**src/rtl/hamming_pkg.sv**
```systemverilog
// Shared Hamming decoder definitions: FSM encoding, N/K/L derivation and data-position mapping.
// HAMMING_DEC_SECDED_EN adds the trailing overall-parity bit (L = N + 1).
package hamming_pkg;

  localparam int R_MIN = 3;
  localparam int R_MAX = 5;

  typedef enum logic {
    COLLECT = 1'b0,
    FULL    = 1'b1
  } dec_state_t;

  function automatic int calc_n(input int r);
    return (1 << r) - 1;
  endfunction

  function automatic int calc_k(input int r);
    return calc_n(r) - r;
  endfunction

  function automatic int calc_l(input int r);
`ifdef HAMMING_DEC_SECDED_EN
    return calc_n(r) + 1;
`else
    return calc_n(r);
`endif
  endfunction

  function automatic bit is_pow2(input int v);
    return (v != 0) && ((v & (v - 1)) == 0);
  endfunction

  // Codeword position of data bit idx: non-power-of-two positions in ascending order.
  function automatic int data_pos(input int r, input int idx);
    int cnt;
    int pos;
    cnt = 0;
    pos = 0;
    for (int p = 1; p <= calc_n(r); p++) begin
      if (!is_pow2(p)) begin
        if (cnt == idx) pos = p;
        cnt++;
      end
    end
    return pos;
  endfunction

endpackage

```
**src/rtl/hamming_syndrome_calc.sv**
```systemverilog
// Combinational syndrome / overall parity / single-bit correction of a buffered codeword.
// Bit p of codeword holds position p; bit 0 is the overall-parity slot.
module hamming_syndrome_calc
  import hamming_pkg::*;
#(
  parameter  int R = 3,
  localparam int N = calc_n(R)
) (
  input  logic [N:0]   codeword,
  output logic [R-1:0] syndrome,
  output logic         parity_odd,
  output logic [N:0]   corrected
);

  always_comb begin
    syndrome = '0;
    for (int p = 1; p <= N; p++) begin
      if (codeword[p]) syndrome = syndrome ^ R'(p);
    end
    parity_odd = ^codeword;
    corrected  = codeword;
    if (syndrome != '0) corrected[syndrome] = ~codeword[syndrome];
  end

endmodule

```
**src/rtl/tt_um_hamming_decoder_gen.sv**
```systemverilog
// Serial-in Hamming SEC decoder with registered, back-pressured word output.
// Define HAMMING_DEC_SECDED_EN for SECDED (extra overall-parity bit, double-error flag).
module tt_um_hamming_decoder_gen
  import hamming_pkg::*;
#(
  parameter  int R = 3,
  localparam int N = calc_n(R),
  localparam int K = calc_k(R),
  localparam int L = calc_l(R)
) (
  input  logic         clk,
  input  logic         rst_n,
  input  logic         ena,
  input  logic         sync_clr,
  input  logic         decode_in,
  input  logic         in_valid,
  output logic         in_ready,
  output logic [K-1:0] decode_out,
  output logic         out_valid,
  input  logic         out_ready,
  output logic         err_corrected,
  output logic         err_uncorrectable,
  output logic [R-1:0] debug_syndrome_out,
  output logic [R:0]   debug_counter_out
);

  localparam int CW = R + 1;

  dec_state_t    state, state_nxt;
  logic [CW-1:0] cnt;
  logic [N:0]    cw_buf;
  logic [R-1:0]  syn;
  logic          par_odd;
  logic [N:0]    cw_fix;
  logic [N:0]    word_fix;
  logic [K-1:0]  data_fix;
  logic          flag_cor, flag_unc;
  logic [R-1:0]  bit_pos;
  logic          accept, last_bit, slot_free, xfer;

  assign in_ready  = (state == COLLECT);
  assign slot_free = ~out_valid | out_ready;
  assign accept    = ena & ~sync_clr & in_valid & in_ready;
  assign last_bit  = (cnt == CW'(L - 1));
  assign xfer      = ena & ~sync_clr & (state == FULL) & slot_free;
  // Bits arrive as positions 1..N; the optional parity bit (count N) lands in slot 0.
  assign bit_pos   = (cnt == CW'(N)) ? '0 : R'(cnt + 1'b1);

  always_ff @(posedge clk or negedge rst_n) begin
    if (!rst_n) state <= COLLECT;
    else        state <= state_nxt;
  end

  always_comb begin
    state_nxt = state;
    if (ena) begin
      if (sync_clr) state_nxt = COLLECT;
      else begin
        case (state)
          COLLECT: if (accept && last_bit) state_nxt = FULL;
          FULL:    if (slot_free) state_nxt = COLLECT;
          default: state_nxt = COLLECT;
        endcase
      end
    end
  end

  always_ff @(posedge clk or negedge rst_n) begin
    if (!rst_n) begin
      cnt    <= '0;
      cw_buf <= '0;
    end else if (ena) begin
      if (sync_clr) cnt <= '0;
      else if (accept) begin
        cw_buf[bit_pos] <= decode_in;
        cnt             <= last_bit ? '0 : cnt + 1'b1;
      end
    end
  end

  hamming_syndrome_calc #(.R(R)) u_syn (
    .codeword   (cw_buf),
    .syndrome   (syn),
    .parity_odd (par_odd),
    .corrected  (cw_fix)
  );

  always_comb begin
    word_fix = cw_buf;
    flag_cor = 1'b0;
    flag_unc = 1'b0;
`ifdef HAMMING_DEC_SECDED_EN
    // Even overall parity with nonzero syndrome means two flips: report, don't "fix".
    if (syn != '0) begin
      if (par_odd) begin
        word_fix = cw_fix;
        flag_cor = 1'b1;
      end else begin
        flag_unc = 1'b1;
      end
    end else if (par_odd) begin
      flag_cor = 1'b1;
    end
`else
    if (syn != '0) begin
      word_fix = cw_fix;
      flag_cor = 1'b1;
    end
`endif
  end

  for (genvar g = 0; g < K; g++) begin : g_data
    localparam int P = data_pos(R, g);
    assign data_fix[g] = word_fix[P];
  end

  // Parity positions of word_fix (and par_odd in the SEC build) are intentionally dropped.
  logic unused_ok;
  assign unused_ok = ^{word_fix, par_odd};

  always_ff @(posedge clk or negedge rst_n) begin
    if (!rst_n) begin
      decode_out        <= '0;
      out_valid         <= 1'b0;
      err_corrected     <= 1'b0;
      err_uncorrectable <= 1'b0;
    end else if (ena) begin
      if (xfer) begin
        decode_out        <= data_fix;
        out_valid         <= 1'b1;
        err_corrected     <= flag_cor;
        err_uncorrectable <= flag_unc;
      end else if (out_ready) begin
        out_valid <= 1'b0;
      end
    end
  end

  assign debug_syndrome_out = syn;
  assign debug_counter_out  = cnt;

endmodule

```
**config.mk**
```make
export PLATFORM = sky130hd
export DESIGN_NAME = tt_um_hamming_decoder_gen
export DESIGN_NICKNAME = d
export VERILOG_FILES = /design/src/rtl/hamming_pkg.sv /design/src/rtl/hamming_syndrome_calc.sv /design/src/rtl/tt_um_hamming_decoder_gen.sv
export SDC_FILE = /design/constraint.sdc
export NUM_CORES = 1
export LEC_CHECK = 0
export CORE_MARGIN = 1.5
export CORE_UTILIZATION = 45
export DETAILED_ROUTE_END_ITERATION = 10
export GPL_TIMING_DRIVEN = 0
export HOLD_SLACK_MARGIN = 0.02
export PLACE_DENSITY = 0.65
export SLEW_MARGIN = 15
export SYNTH_ARGS = -nofsm -noshare
export SYNTH_HDL_FRONTEND = slang
export SYNTH_SLANG_ARGS = --single-unit
```
**constraint.sdc**
```tcl
create_clock -name clk -period 2.25 [get_ports clk]
set_clock_uncertainty 0.05 [all_clocks]
set_input_delay 0.45 -clock clk [delete_from_list [all_inputs] [get_ports clk]]
set_output_delay 0.45 -clock clk [all_outputs]
set_load 0.005 [all_outputs]
```
==> PnR_summary.wiki <==
{| class="wikitable"
! Metric !! Value
|-
| Overall die height || 57.5 um
|-
| Area added between synthesis and finish || 29.7%
|-
| Switching Fraction || 38.1%
|-
| Post-Synthesis Cell Area || 0.00134 mm2
|-
| Share of post-route cells with drive strength above 1 || 21.4%
|-
| TritonCTS Sinks || 18
|-
| Cell internal power dissipation || 1.13 mW
|-
| Seq pwr share || 24.2%
|-
| CTS max path bufs || 2
|-
| Count of distinct cell types in the synthesized netlist || 43
|-
| Initial detailed-routing violation count || 43
|-
| P_sw || 698 uW
|-
| Time the worst path needs with I/O delays and setup || 2.15 ns
|-
| Simple-gate area share of the yosys netlist || 22.4%
|-
| Adder-cell share of the synthesized area || 1.87%
|-
| Number of ports placed on the die boundary || 22
|-
| Net Count, Synth || 159
|-
| Vias in the first global route || 1137
|-
| Worst setup slack after layout || 0.101 ns
|-
| Pre-CTS setup slack || -0.00719 ns
|-
| Total wirelength of the detailed-routed design || 2.84 mm
|-
| Via-to-Cell Ratio || 5.47
|-
| DR DRC count || 0
|-
| Synth Area in XOR/XNOR || 12.3%
|-
| Input/output buffers || 20
|-
| Launching element type of the critical path || flip-flop
|-
| Effective utilization at floorplan || 48.1%
|-
| Class of the tightest hold or removal check || reg2reg
|-
| Slew @ Worst Pin || 0.800 ns
|-
| Post-detail-place hpwl || 2.05 mm
|-
| Number of antenna cells inserted || 0
|-
| Startpoint-to-endpoint class of the critical path || reg2out
|-
| Per-instance average area after synthesis || 8.92 um2
|-
| Share of power burned in the clock network || 11.1%
|-
| Sequential area share after synthesis || 33.7%
|-
| Largest delay contributor family on the critical path || XOR/XNOR gates
|-
| Total power of the final layout || 1.83 mW
|-
| Largest net degree at the start of global routing || 19
|-
| Overall overflow remaining after global route || 0
|-
| Gp weighted congestion || 0.890
|-
| CP Cell Sequence || buf_4 > xnor2_4 > xnor2_4 > xor2_2 > clkdlybuf4s15_1
|-
| Wire length of the first global-routing pass || 4.76 mm
|-
| Final setup fails || 0
|-
| Most used cell along the critical path || xnor2_4
|-
| CP Buf/Inv Count || 2
|-
| Peak per-stage delay on the critical path || 0.37 ns
|-
| Part of the cycle the worst path needs || 95.5%
|-
| Number of antenna-violating nets in the routed design || 0
|-
| Worst slew margin relative to its limit || 46.5%
|-
| Result of the run || complete, no violations
|-
| YS warnings || 0
|-
| Floorplan Core Area || 0.00278 mm2
|-
| Number of pins exceeding their max-slew limit in the final report || 0
|-
| Max Clock Freq || 465 MHz
|-
| Synthesized instance count || 150
|-
| Clock latency on the worst-skew pair || 0.29 ns
|-
| FP Rows || 19
|-
| Maximum resistive drop on vdd || 0.827 mV
|-
| Leakage power of the design || 0.762 nW
|-
| Net count, final || 192
|-
| Max H-tree Level || 1
|-
| Cell with the largest stage delay on the worst path || dfrtp_1
|-
| Total number of vias || 1165
|-
| Initial DRT Pass Iterations || 4
|-
| Total of max-cap violations || 0
|-
| Data arrival at the endpoint of the critical path || 1.65 ns
|-
| Power density relative to cell area || 1050 mW/mm2
|-
| Portion of netlist area occupied by mux cells || 6.64%
|-
| Initial antenna violation count || 0
|-
| FF+latch count, synth || 18
|-
| Main combinational cell family by area after synthesis || simple AND/OR/NAND/NOR gates
|-
| WP data required || 1.75 ns
|-
| CP max FO || 8
|-
| Endpoints failing hold || 0
|-
| Min Hold Slack || 0.464 ns
|-
| Die footprint || 0.00331 mm2
|-
| Combinational share of power || 64.7%
|-
| Setup repair after global routing missed its margin || no
|-
| Setup TNS || 0 ns
|-
| Floorplan die width || 57.5 um
|-
| Hold Buf Count CTS || 0
|-
| Complex-gate fraction of the synthesized area || 17.1%
|-
| Clk pin slew, worst setup/hold paths || 0.11 ns
|-
| Clk Tree Root Cell || clkbuf_4
|-
| Average detailed-routed wire length per instance || 13.3 um
|-
| CTS tree || done
|-
| Total routing resource utilization after global routing || 18.2%
|-
| Crit. End Element || output port
|-
| CTS Buf Count || 3
|}
==> cell families (layout without fill, tap and decap cells) <==
| logic type | Yosys count | count (layout) |
|---|---|---|
| other | 1 | 1 |
| xor gates and xnor gates | 11 | 11 |
| and+or+nand+nor | 59 | 59 |
| DFF | 18 | 18 |
| AOI/OAI and AO/OA | 35 | 35 |
| adders and majority gates | 2 | 2 |
| muxes | 8 | 8 |
| buffers and inverters | 16 | 48 |
==> repair_timing <==
item / CTS / global route
setup endpoints to repair: 3 / 4
pin swaps: 6 / 4
gates resized for setup: 8 / 6
buffers inserted: 6 / 2
==> path summary, 6_finish.rpt <==
kind	from	end	slack, ns	depth (start not counted)
max	cw_buf[1]	debug_syndrome_out[0]	0.10	5
min	out_valid	out_valid	0.46	1
max reg2reg	cw_buf[2]	decode_out[1]	0.16	7
min reg2reg	out_valid	out_valid	0.46	1
max in group asynchronous	rst_n	cw_buf[3]	1.04	1
min in group asynchronous	rst_n	out_valid	0.56	1
==> cells in the final DEF (no fill, tap or decap), types with 2 or more instances in the layout <==
master,n
buf_2,3
ha_1,2
nor3_1,2
nor2b_1,7
nand2_1,15
xnor2_1,2
o311ai_0,2
nand3_1,8
buf_4,12
or2_2,2
dfrtp_1,17
clkbuf_4,4
xnor2_2,2
dlymetal6s2s_1,2
a21oi_1,6
inv_1,5
clkbuf_1,2
nand2b_1,4
or3_1,2
o21ai_0,11
clkdlybuf4s50_1,17
a31oi_1,3
nor2_1,11
nand3b_1,3
mux2_2,7
xnor2_4,4
a21o_1,2
o31ai_1,2
==> flip-flops by register name, indices dropped and copies added, names as in the netlist <==
register / count
cw_buf: 7
debug_counter_out: 4
decode_out: 4
err_corrected: 1
out_valid: 1
state: 1
==> Yosys cell counts (all sizes together) <==
master | n | area share [%]
dfrtp | 18 | 34
nand2 | 15 | 4.2
o21ai | 12 | 4.5
nor2 | 11 | 3.1
buf | 8 | 3.6
nand3 | 8 | 3.0
xnor2 | 8 | 9.2
mux2 | 7 | 5.9
nor2b | 7 | 3.3
a21oi | 6 | 2.2
inv | 5 | 1.4
nand2b | 4 | 1.9
a31oi | 3 | 1.4
clkbuf | 3 | 0.84
nand3b | 3 | 1.7
xor2 | 3 | 3.1
a21o | 2 | 1.1
ha | 2 | 1.9
nor3 | 2 | 0.75
o311ai | 2 | 1.3
o31ai | 2 | 1.1
or2 | 2 | 0.94
or3 | 2 | 0.94
a221o | 1 | 0.75
a221oi | 1 | 0.65
a311o | 1 | 0.75
a32o | 1 | 0.75
and2 | 1 | 0.47
and3 | 1 | 0.47
conb | 1 | 0.28
mux2i | 1 | 0.75
nor3b | 1 | 0.56
nor4 | 1 | 0.47
nor4b | 1 | 0.65
o2111a | 1 | 0.84
o211ai | 1 | 0.56
o22a | 1 | 0.65
o22ai | 1 | 0.47
==> power by group through the flow <==
stage	Clock, mW	Sequential [mW]	Combinational, mW
after floorplan	0	0.432	0.684
after global placement	0	0.437	0.926
after detailed placement	0	0.438	0.950
after CTS	0.211	0.444	1.11
after global routing	0.224	0.452	1.28
final	0.203	0.442	1.18
==> per-stage QoR <==
stage                     instance area, um2  instances  utilization [%]
after floorplan                         1340        150                -
after detailed placement                1580        201             56.7
after global placement                  1580        201             56.7
after global routing                    1730        213             62.3
after CTS                               1710        211             61.4
final                                   1730        213             62.3
==> layer usage <==
| metal | up-vias | GRT usage, % | part of all wire (%) |
|---|---|---|---|
| li1 | 593 | - | - |
| met1 | 549 | 21.2 | 46 |
| met2 | 21 | 33.3 | 49 |
| met3 | 2 | 4.31 | 3.9 |
| met4 | 0 | 4.65 | 0.35 |
| met5 | - | 0 | 0 |
==> cell type report <==
type                            instances  area, um2
Fill cell                             248       1050
Multi-Input combinational cell        116        858
Sequential cell                        18        452
Timing Repair Buffer                   28        265
Buffer                                 11       65.1
Tap cell                               31       38.8
Clock buffer                            4       36.3
Inverter                                5       18.8
Note: power is estimated with default switching activity, not from simulation.
